<file path="src/rtl/if_pkg.sv">
// if_pkg: shared IF-stage widths, next-PC source indices and PC-register FSM states
package if_pkg;
    localparam int IF_WIDTH   = 32;
    localparam int IF_NUM_SRC = 4;
    localparam int SRC_PC4    = 0;
    localparam int SRC_BRANCH = 1;
    localparam int SRC_JUMP   = 2;
    localparam int SRC_EXC    = 3;
    typedef enum logic {RUN, PEND} pc_state_e;
endpackage

</file>
<file path="src/rtl/nway_mux.sv">
// nway_mux: combinational NUM_SRC:1 mux with in-range flag; out-of-range sel yields source 0
module nway_mux
    import if_pkg::*;
#(
    parameter int WIDTH = IF_WIDTH,
    parameter int NUM_SRC = IF_NUM_SRC,
    localparam int SEL_W = (NUM_SRC > 1) ? $clog2(NUM_SRC) : 1
) (
    input  logic [NUM_SRC*WIDTH-1:0] src_data,
    input  logic [SEL_W-1:0]         sel,
    output logic [WIDTH-1:0]         dout,
    output logic                     in_range
);
    always_comb begin
        in_range = 32'(sel) < NUM_SRC;
        dout = src_data[WIDTH-1:0];
        for (int i = 1; i < NUM_SRC; i++)
            dout = (sel == SEL_W'(i)) ? src_data[i*WIDTH +: WIDTH] : dout;
    end
endmodule

</file>
<file path="src/rtl/pc_src_mux_reg.sv">
// pc_src_mux_reg: registered N-way next-PC selector with stall hold, buffered redirect; PC_SRC_MUX_ERR_EN enables sel range checking
module pc_src_mux_reg
    import if_pkg::*;
#(
    parameter int WIDTH = IF_WIDTH,
    parameter int NUM_SRC = IF_NUM_SRC,
    parameter logic [WIDTH-1:0] RESET_VAL = '0,
    localparam int SEL_W = (NUM_SRC > 1) ? $clog2(NUM_SRC) : 1
) (
    input  logic                     clk,
    input  logic                     rst,
    input  logic [NUM_SRC*WIDTH-1:0] src_data,
    input  logic [SEL_W-1:0]         sel,
    input  logic                     stall,
    input  logic                     redirect,
    input  logic [WIDTH-1:0]         redirect_addr,
    output logic [WIDTH-1:0]         pc_out,
    output logic                     pc_valid,
    output logic                     redirect_pend,
    output logic                     sel_err
);
    pc_state_e        state_q, state_d;
    logic [WIDTH-1:0] pend_q, pend_d, pc_q, pc_d, mux_out;
    logic             valid_q, valid_d, err_q, err_d, in_range;

    nway_mux #(.WIDTH(WIDTH), .NUM_SRC(NUM_SRC)) u_mux (
        .src_data(src_data),
        .sel(sel),
        .dout(mux_out),
        .in_range(in_range)
    );

`ifndef PC_SRC_MUX_ERR_EN
    logic unused_in_range;
    assign unused_in_range = in_range;
`endif

    always_comb begin
        state_d = state_q;
        pend_d = pend_q;
        pc_d = pc_q;
        valid_d = valid_q;
        err_d = err_q;
        if (redirect && stall) begin
            pend_d = redirect_addr;
            state_d = PEND;
        end else if (redirect) begin
            pc_d = redirect_addr;
            valid_d = 1'b1;
            state_d = RUN;
        end else if (!stall && state_q == PEND) begin
            pc_d = pend_q;
            valid_d = 1'b1;
            state_d = RUN;
`ifdef PC_SRC_MUX_ERR_EN
        end else if (!stall && !in_range) begin
            valid_d = 1'b0;
            err_d = 1'b1;
`endif
        end else if (!stall) begin
            pc_d = mux_out;
            valid_d = 1'b1;
        end
    end

    always_ff @(posedge clk) begin
        if (rst) begin
            state_q <= RUN;
            pend_q <= '0;
            pc_q <= RESET_VAL;
            valid_q <= 1'b0;
            err_q <= 1'b0;
        end else begin
            state_q <= state_d;
            pend_q <= pend_d;
            pc_q <= pc_d;
            valid_q <= valid_d;
            err_q <= err_d;
        end
    end

    assign pc_out = pc_q;
    assign pc_valid = valid_q;
    assign redirect_pend = (state_q == PEND);
    assign sel_err = err_q;
endmodule

</file>
<file path="config.mk">
export PLATFORM = sky130hd
export DESIGN_NAME = pc_src_mux_reg
export DESIGN_NICKNAME = d
export VERILOG_FILES = /design/src/rtl/if_pkg.sv /design/src/rtl/nway_mux.sv /design/src/rtl/pc_src_mux_reg.sv
export SDC_FILE = /design/constraint.sdc
export NUM_CORES = 1
export LEC_CHECK = 0
export ABC_AREA = 1
export ABC_CLOCK_PERIOD_IN_PS = 1400
export BUFFER_PORTS_ARGS = -buffer_cell sky130_fd_sc_hd__buf_2
export CAP_MARGIN = 25
export CORE_MARGIN = 2
export CORE_UTILIZATION = 30
export DETAILED_ROUTE_END_ITERATION = 7
export GPL_TIMING_DRIVEN = 0
export HOLD_SLACK_MARGIN = 0.15
export PLACE_DENSITY_LB_ADDON = 0.12
export SLEW_MARGIN = 10
export SYNTH_ARGS = -nofsm -noshare
export SYNTH_HDL_FRONTEND = slang
export SYNTH_SLANG_ARGS = --single-unit
</file>
<file path="constraint.sdc">
create_clock -name clk -period 1.4 [get_ports clk]
set_input_delay 0.14 -clock clk [delete_from_list [all_inputs] [get_ports clk]]
set_output_delay 0.14 -clock clk [all_outputs]
set_load 0.02 [all_outputs]
</file>
==> results of run 1 <==
[cell families (layout without fill, tap and decap cells)]
kind of cell	Yosys count	after routing	synth area share [%]
and+or+nand+nor	350	350	37.5
AOI/OAI and AO/OA	154	154	18.8
other	1	1	0.0910
DFF	66	66	32.0
buffers and inverters	109	356	11.6
[per-stage QoR]
step / setup WS (ns) / TNS, ns / util, % / instances / hold slack, ns
floorplan: 0.0396 / 0 / - / 680 / 0.212
global placement: -0.124 / -1.73 / 39.9 / 1053 / 0.352
detailed placement: -0.162 / -1.77 / 39.9 / 1053 / 0.365
CTS: 0.0143 / 0 / 44.9 / 1103 / 0.169
global route: 0.00343 / 0 / 45.2 / 1103 / 0.208
finish: 0.0631 / 0 / 45.2 / 1103 / 0.178
[worst max-delay path: stages (launching register included)]
cell and delay, ns:
dfxtp_1 0.34, inv_2 0.07, nor2_8 0.11, inv_1 0.06, buf_4 0.17, buf_4 0.18
nand3_1 0.14, nand2_1 0.08, a21oi_1 0.12
[timing repair]
item	4_1_cts	5_1_grt
hold buffers	33	0
pin swaps	1	0
resized for setup	7	11
hold endpoints to repair	64	0
endpoints found under the setup margin	24	16
setup buffers	1	0
[worst paths after layout]
path	to	depth (start not counted)	slack, ns
worst max-delay path	pc_out[10]	8	0.06
worst min-delay path	pc_out[0]	4	0.18
worst max register to register	pc_out[10]	8	0.06
worst min register to register	pend_q[2]	2	0.46
[layout by cell type, fill, tap and decap left out, types with 5 or more instances in the layout]
cell type and count:
o21ai_0 88, dfxtp_1 66, clkbuf_1 24, nand2_1 123, buf_4 5, or2_0 10, or2_2 15, buf_6 5
clkbuf_16 9, a21oi_1 62, inv_2 5, inv_1 50, nand3_1 110, buf_2 216, dlygate4sd3_1 33, nor2_1 80
clkbuf_8 5, nand3_2 9
[sequential cells by signal, summed over array words and instances, names as in the netlist]
signal and count:
pend_q 32, pc_out 32, redirect_pend 1, pc_valid 1
[metal layers]
metal | vias up | share of wire (%) | global-route usage, % | wire length [um]
li1 | 2708 | - | - | -
met1 | 2257 | 47 | 29.1 | 7640
met2 | 163 | 45 | 36.3 | 7270
met3 | 17 | 6.4 | 3.05 | 1040
met4 | 0 | 1.5 | 7.54 | 239
met5 | - | 0 | 0 | 0
[power groups by stage]
stage                     clock [mW]  combinational [mW]  sequential [mW]
final                           2.25                1.41             2.08
after global routing            2.35                1.58             2.09
after CTS                       2.28                1.40             2.08
after detailed placement           0                1.32             2.12
after global placement             0                1.32             2.12
after floorplan                    0               0.667             2.20
[area by class of cell]
type	count	area, um^2	area share (%)
clock inverter	1	5.00	0.0830
clock buffer	15	298	4.94
inverter	55	206	3.42
buffer	54	282	4.67
multi-input combinational	505	2380	39.4
sequential	66	1320	21.9
tap	176	220	3.65
timing repair buffer	231	1320	21.9
==> metrics.md, run 1 <==
| Metric | Value |
|---|---|
| Setup CP Type | `register to register` |
| Synth async-reset ratio | `0%` |
| Vias in the first global route | `4853` |
| CTS buffer count | `9` |
| Post-Syn Area per Cell | `6.06 um^2` |
| CTS clk-pin slew, worst paths | `0.05 ns` |
| Share of cells above drive strength 1 | `29.9%` |
| Initial antenna violation count | `0` |
| Power Density | `951 mW/mm^2` |
| Syn. warnings | `0` |
| Mapped Nets | `846` |
| Gr usage total | `21.9%` |
| Switching share of power | `29.5%` |
| Slew @ Worst Pin | `0.520 ns` |
| Leakage Power | `3.13 nW` |
| CP arrival | `1.60 ns` |
| First-pass DRT Iterations | `5` |
| Ys flop type | `dfxtp_1` |
| Worst Setup SP | `redirect_pend` |
| CTS tree | `done` |
| CP Capture Type | `register` |
| RSZ-0062 raised after global routing | `no` |
| Drt via density | `4.66` |
| Hold Violations, Final | `0` |
| Filler cells | `1507` |
| Row cnt | `42` |
| CTS root buf | `clkbuf_16` |
| H-tree Lvls | `3` |
| Crit start category | `register` |
| Layout area overhead | `46.3%` |
| Seq/Total Area, Yosys | `32.0%` |
| Setup Viol. Count Final | `0` |
| Min-delay src | `rst` |
| Core Footprint | `0.0133 mm^2` |
| Final Wtd Congestion | `0.893` |
| # DRC | `0` |
| Global-route wire length before repair | `24.8 mm` |
| Post-synthesis register bit count | `66` |
| Final instance area | `0.00603 mm^2` |
| Slew Limit Fails | `0` |
| Clock power frac | `39.1%` |
| R2r startpoint | `redirect_pend` |
| Worst Skew | `0.00428 ns` |
| Internal cell power | `4.04 mW` |
| Diode count | `0` |
| Die area | `0.0147 mm^2` |
| # clock sinks | `66` |
| Congestion Overflow GR | `0` |
| Cells after synthesis | `680` |
| Max-cap violations | `0` |
| Number of I/O pins | `201` |
| WL/cell | `14.7 um` |
| Tmin final | `1.34 ns` |
| Final Power | `5.74 mW` |
| Switching power total | `1.69 mW` |
| Sequential power share | `36.2%` |
| Largest net degree at the start of global routing | `11` |
| Post-DP Area | `0.00533 mm^2` |
| Synth area leader | `dfxtp_1` |
| Max FO, Critical Path | `10` |
| Comb pwr share | `24.6%` |
| Relative slew slack | `65.3%` |
| IO Port Bufs | `197` |
| Top-count cell post-synth | `nand2_1` |
| NumNets Final | `1088` |
| Maximum VDD drop | `0.663 mV` |
| Post-synthesis cell type count | `19` |
| Antenna violation net count after detailed routing | `0` |
| DR vias | `5145` |
| Hold Path Class | `primary input to register` |
| Starting density of the core | `30.9%` |
| Die X-Extent | `121 um` |
| Worst skew pair latency | `0.33 ns` |
| Clock Path Buffers | `2` |
| Tcrit/Tclk final | `95.5%` |
| Run status | `completed` |
| Hpwl dp | `12.6 mm` |
| Required @ worst endpoint | `1.67 ns` |
| Yosys top cell area share | `32.0%` |
| Routed WL | `16.2 mm` |
| Synth area leaders | `dfxtp_1, nand3_1, nand2_1, o21ai_0, a21oi_1` |
| Synthesized cell area | `0.00412 mm^2` |
| Max Clk Rate | `748 MHz` |
| Die Span Y | `121 um` |
| Number of flops mapped to enable cells by yosys | `0` |
| 1st-iter DRT viols | `278` |
| Most frequent cells after synthesis | `nand2_1, nand3_1, o21ai_0` |
No activity file was read; power rests on OpenSTA's default activity.
==> inputs of run 2 (changes only) <==
- ABC_AREA: 1 -> 0
- CORE_MARGIN: 2 -> 8
==> run 2 against run 1 <==
Clock-buffer cell count fell by 4. Flip-flop and latch count is the same. Clock skew increased by 0.0011 ns. Maximum frequency is 0.53% lower. Sequential power is essentially flat. Largest power group is now sequential cells. Power fell by 6.4%. Synthesized cell count fell by 29%. Non-clock buffer count decreased by 7. Critical path depth decreased by 3.
==> metrics.md, run 2 <==
| Metric | Value |
|---|---|
| Synthesized cell area | `0.00409 mm^2` |
| Die X-Extent | `133 um` |
| DR vias | `4459` |
| Core Footprint | `0.0133 mm^2` |
| Clock power frac | `37.1%` |
| Final instance area | `0.00589 mm^2` |
| CP cell instances | `buf_6 -> nor2b_4 -> buf_4 -> o311a_1 -> a21oi_1` |
| Clock Path Buffers | `2` |
| Max Clk Rate | `744 MHz` |
| WL/cell | `18.0 um` |
| Number of I/O pins | `201` |
| Post-DP Area | `0.00529 mm^2` |
| WP buf/inv | `2` |
| Seq/Total Area, Yosys | `32.3%` |
| Hold Path Class | `primary input to register` |
| # DRC | `0` |
| Global-route wire length before repair | `25.5 mm` |
| Switching power total | `1.56 mW` |
| Share of cells above drive strength 1 | `40.9%` |
| Commonest non-fill, non-tap cell in the layout | `buf_2` |
| Fin util | `44.3%` |
| Die Span Y | `133 um` |
| Synth area leaders | `dfxtp_1, nand2_1, mux2_2, a221o_1, mux2i_1` |
| NumNets Final | `890` |
| Post-layout worst setup margin | `0.0560 ns` |
| Leakage Power | `2.70 nW` |
| Synth async-reset ratio | `0%` |
| Diode count | `0` |
| Multi-input combinational cell area | `0.00237 mm^2` |
| Run status | `completed` |
| Worst R2R End | `pc_out[5]` |
| R2R setup slack | `0.06 ns` |
| # clock sinks | `66` |
| Post-synthesis cell type count | `28` |
| CP max stage delay | `0.34 ns` |
| Relative slew slack | `59.0%` |
| Number of flops mapped to enable cells by yosys | `0` |
| Congestion Overflow GR | `0` |
| Pre-CTS setup slack | `-0.130 ns` |
| Cells after synthesis | `484` |
| Filler cells | `1365` |
| Comb pwr share | `24.6%` |
| 1st-iter DRT viols | `218` |
| Tmin final | `1.34 ns` |
| Sequential power share | `38.3%` |
| Maximum VDD drop | `0.471 mV` |
| Hold Path Sink | `pc_out[6]` |
| Slew @ Worst Pin | `0.615 ns` |
| Starting density of the core | `30.8%` |
| Initial antenna violation count | `1` |
| Reg area | `0.00132 mm^2` |
| Max FO, Critical Path | `10` |
| Required @ worst endpoint | `1.65 ns` |
| Post-Syn Area per Cell | `8.45 um^2` |
| TNS Setup | `0 ns` |
| Switching share of power | `29.0%` |
| CTS buffer count | `9` |
| CTS tree | `done` |
| Top-count cell post-synth | `nand2_1` |
| Max-cap violations | `0` |
| Final Power | `5.37 mW` |
| CP arrival | `1.59 ns` |
| Commonest cells after routing, fill and taps aside | `buf_2, nand2_1, dfxtp_1` |
| Worst skew pair latency | `0.33 ns` |
| Min-delay src | `src_data[102]` |
| Post-synthesis register bit count | `66` |
| Critical path's top delay family | `compound AO/OA/AOI/OAI gates` |
| Crit start category | `register` |
| Setup Viol. Count Final | `0` |
| Setup CP Type | `register to register` |
| Hold depth | `4` |
| Power Density | `913 mW/mm^2` |
| First-pass DRT Iterations | `4` |
| Slowest-stage cell, CP | `o311a_1` |
| Drt via density | `4.93` |
| Largest net degree at the start of global routing | `11` |
| Routed WL | `16.2 mm` |
| Syn. warnings | `0` |
| CTS root buf | `clkbuf_16` |
| Slew Limit Fails | `0` |
| Final Wtd Congestion | `0.762` |
| R2r startpoint | `redirect_pend` |
| CTS clk-pin slew, worst paths | `0.06 ns` |
| Antenna violation net count after detailed routing | `0` |
| Hold Violations, Final | `0` |
| Layout area overhead | `43.9%` |
| IO Port Bufs | `196` |
| FF-to-FF path depth | `5` |
| Synth area leader | `dfxtp_1` |
| Worst Skew | `0.00541 ns` |
| Row cnt | `42` |
| Die area | `0.0176 mm^2` |
| Most frequent cells after synthesis | `nand2_1, dfxtp_1, a21oi_1` |
| Gr usage total | `18.1%` |
| Ys flop type | `dfxtp_1` |
| Tcrit/Tclk final | `96.0%` |
| CP Capture Type | `register` |
| Vias in the first global route | `4883` |
| Hpwl dp | `12.6 mm` |
| Internal cell power | `3.81 mW` |
| Mapped Nets | `650` |
| H-tree Lvls | `3` |
| Yosys top cell area share | `32.3%` |
| RSZ-0062 raised after global routing | `no` |
run 2: layer usage:
metal	up-vias	GRT usage, %	wire, um
met5	-	0	10
met4	2	5.36	227
met2	153	32.6	8230
met1	2072	20.7	6900
met3	17	4.16	889
li1	2215	-	-
run 2: kinds of logic after synthesis:
group / Yosys count / share of synthesized area (%)
buffers and inverters: 74 / 9.76
flip-flops: 66 / 32.3
AO/OA/AOI/OAI: 129 / 24.2
multiplexers: 55 / 16.9
AND/OR/NAND/NOR: 159 / 16.8
other: 1 / 0.0917
run 2: worst max-delay path by stage:
stage	startpoint	end	slack [ns]	depth (start not counted)
6_report	redirect_pend	pc_out[5]	0.06	5
2_1_floorplan	redirect_pend	pc_out[23]	0.08	5
5_1_grt	redirect_pend	pc_out[5]	0.004	5
3_5_place_dp	redirect_pend	pc_out[14]	-0.13	5
3_3_place_gp	redirect_pend	pc_out[14]	-0.11	5
4_1_cts	redirect_pend	pc_out[4]	0.01	5
run 2: metrics by stage:
| step | cells | hold WS, ns |
|---|---|---|
| after detailed placement | 856 | 0.401 |
| after CTS | 903 | 0.206 |
| after global placement | 856 | 0.396 |
| after global routing | 904 | 0.271 |
| final | 904 | 0.238 |
| after floorplan | 484 | 0.276 |
run 2: timing repair:
item	4_1_cts	5_1_grt
resized for setup	3	8
endpoints found under the setup margin	27	27
hold endpoints to repair	32	0
setup buffers	0	1
pin swaps	0	0
hold buffers	32	0
run 2: power by group through the flow:
| stage | registers, mW | logic [mW] | clock network (mW) |
|---|---|---|---|
| 6_report | 2.06 | 1.32 | 1.99 |
| 4_1_cts | 2.06 | 1.33 | 2.04 |
| 3_5_place_dp | 2.10 | 1.26 | 0 |
| 3_3_place_gp | 2.09 | 1.24 | 0 |
| 5_1_grt | 2.07 | 1.44 | 2.12 |
| 2_1_floorplan | 2.19 | 0.645 | 0 |
run 2: cell type report:
class / count / area share (%)
plain buffers: 49 / 5.36
clock buffers: 11 / 3.95
clock inverters: 4 / 0.340
inverters: 25 / 1.59
multi-input cells: 344 / 40.3
flip-flops and latches: 66 / 22.4
well taps: 176 / 3.74
repair buffers: 229 / 22.2
run 2: worst reg2reg max path: cells and delay by family, from the launching register on:
kind	cells	cell delay, ns
buffers and inverters	2	0.31
AOI/OAI and AO/OA	2	0.50
DFF	1	0.32
and+or+nand+nor	1	0.14
==> inputs of run 3 (changes only) <==
- SETUP_SLACK_MARGIN: unset -> 0.15
==> run 3 against run 2 <==
Non-clock buffer count grew 4. Global-route usage shrank 0.11 points. Die area is the same. Utilization grew 0.83 points. Clock-buffer cell count grew 1. Critical path depth is the same. Sequential power is essentially flat. Hold slack gained 0.012 ns. Flip-flop and latch count is the same. Clock power grew 6%. Routed wire length shrank 0.69%.
==> metrics.md, run 3 (same netlist as run 2, synthesis figures left out) <==
| Metric | Value |
|---|---|
| Run status | `completed` |
| Die X-Extent | `133 um` |
| Clock power frac | `38.2%` |
| DR vias | `4454` |
| Commonest cells after routing, fill and taps aside | `buf_2, nand2_1, dfxtp_1` |
| Min-delay src | `src_data[106]` |
| H-tree Lvls | `3` |
| Row cnt | `42` |
| Hold Violations, Final | `0` |
| Tmin final | `1.28 ns` |
| Vias in the first global route | `4967` |
| Max-cap violations | `0` |
| Global-route wire length before repair | `25.5 mm` |
| Switching share of power | `28.6%` |
| Multi-input combinational cell area | `0.00241 mm^2` |
| Relative slew slack | `58.9%` |
| TNS Setup | `0 ns` |
| Sequential power share | `37.4%` |
| Worst hold slack | `0.250 ns` |
| Setup CP Type | `register to register` |
| Clock Path Buffers | `2` |
| Diode count | `0` |
| Crit start category | `register` |
| Routed WL | `16.1 mm` |
| NumNets Final | `894` |
| Tcrit/Tclk final | `91.1%` |
| # DRC | `0` |
| Die area | `0.0176 mm^2` |
| CTS buffer count | `9` |
| Filler cells | `1344` |
| Layout area overhead | `46.5%` |
| Largest net degree at the start of global routing | `11` |
| Hold depth | `4` |
| Internal cell power | `3.93 mW` |
| Power Density | `918 mW/mm^2` |
| # clock sinks | `66` |
| Post-DP Area | `0.00530 mm^2` |
| Worst skew pair latency | `0.32 ns` |
| Worst R2R End | `pc_out[5]` |
| CP cell instances | `buf_6 -> nor2b_4 -> buf_8 -> o311a_1 -> a21oi_2` |
| CTS tree | `done` |
| Commonest non-fill, non-tap cell in the layout | `buf_2` |
| Reg area | `0.00132 mm^2` |
| Hold Path Class | `primary input to register` |
| Initial antenna violation count | `1` |
| CP max stage delay | `0.34 ns` |
| Antenna violation net count after detailed routing | `0` |
| Leakage Power | `2.75 nW` |
| Maximum VDD drop | `0.437 mV` |
| CTS root buf | `clkbuf_16` |
| Switching power total | `1.58 mW` |
| Comb pwr share | `24.4%` |
| Die Span Y | `133 um` |
| Max FO, Critical Path | `10` |
| Hold Path Sink | `pc_out[10]` |
| RSZ-0062 raised after global routing | `yes` |
| Pre-CTS setup slack | `-0.107 ns` |
| Gr usage total | `18.0%` |
| R2R setup slack | `0.12 ns` |
| Slew @ Worst Pin | `0.617 ns` |
| WL/cell | `17.8 um` |
| Fin util | `45.1%` |
| Final instance area | `0.00600 mm^2` |
| Number of I/O pins | `201` |
| FF-to-FF path depth | `5` |
| Finished Layout Cells | `908` |
| Max Clk Rate | `784 MHz` |
| 1st-iter DRT viols | `192` |
| Cells after DPL | `856` |
| Starting density of the core | `30.8%` |
| CP Capture Type | `register` |
| Slew Limit Fails | `0` |
| Post-layout worst setup margin | `0.124 ns` |
| Setup Viol. Count Final | `0` |
| Final Power | `5.51 mW` |
| CTS clk-pin slew, worst paths | `0.06 ns` |
| IO Port Bufs | `196` |
| Worst Skew | `0.00557 ns` |
| Required @ worst endpoint | `1.66 ns` |
| R2r startpoint | `redirect_pend` |
| Hpwl dp | `12.6 mm` |
| Core Footprint | `0.0133 mm^2` |
| Drt via density | `4.91` |
| Congestion Overflow GR | `0` |
| First-pass DRT Iterations | `5` |
| Share of cells above drive strength 1 | `42.6%` |
| Slowest-stage cell, CP | `o311a_1` |
| Final Wtd Congestion | `0.804` |
| CP arrival | `1.53 ns` |
-- run 3: changes by cell type in the layout (fill, tap and decap cells not counted), sizes merged --
| cell | change |
|---|---|
| clkinvlp | +1 |
| clkinv | -2 |
| buf | +3 |
| clkbuf | +2 |
-- run 3: what timing repair did --
action | 4_1_cts | 5_1_grt
setup endpoints to repair | 32 | 36
gates resized for setup | 10 | 14
setup buffers | 2 | 2
pin swaps | 18 | 13
hold endpoints to repair | 32 | 0
hold buffers | 32 | 0
gates cloned | 0 | 1
-- run 3: critical path: cells and delay by family, from the launching register on --
family          cells  cell delay [ns]
flops               1             0.32
buf+inv             2             0.28
compound gates      2             0.47
simple gates        1             0.15
-- run 3: metal layers --
layer / vias to the layer above / wire length, um / track usage (%)
li1: 2220 / - / -
met1: 2061 / 6930 / 21.2
met2: 153 / 8040 / 32.1
met3: 18 / 945 / 3.71
met4: 2 / 212 / 5.17
met5: - / 10 / 0
-- run 3: power by group through the flow --
stage / registers (mW) / logic [mW] / clock network [mW]
floorplan: 2.19 / 0.645 / 0
global placement: 2.09 / 1.24 / 0
detailed placement: 2.10 / 1.26 / 0
CTS: 2.06 / 1.34 / 2.14
global route: 2.07 / 1.47 / 2.23
finish: 2.06 / 1.34 / 2.11
-- run 3: cell type report --
type,instances,share of cell area [%]
Multi-Input combinational cell,344,40.2
Timing Repair Buffer,233,22.3
Tap cell,176,3.67
Clock buffer,12,4.28
Sequential cell,66,22.1
Clock inverter,3,0.250
Buffer,49,5.57
Inverter,25,1.63
-- run 3: worst max-delay path by stage --
stage / from / to / slack, ns / cells after the start
after detailed placement: rst / pend_q[19] / -0.11 / 4
final: redirect_pend / pc_out[5] / 0.12 / 5
after CTS: redirect_pend / pc_out[6] / 0.12 / 5
after floorplan: redirect_pend / pc_out[23] / 0.13 / 5
after global placement: redirect_pend / pc_out[14] / -0.10 / 5
after global routing: redirect_pend / pc_out[24] / 0.1 / 5
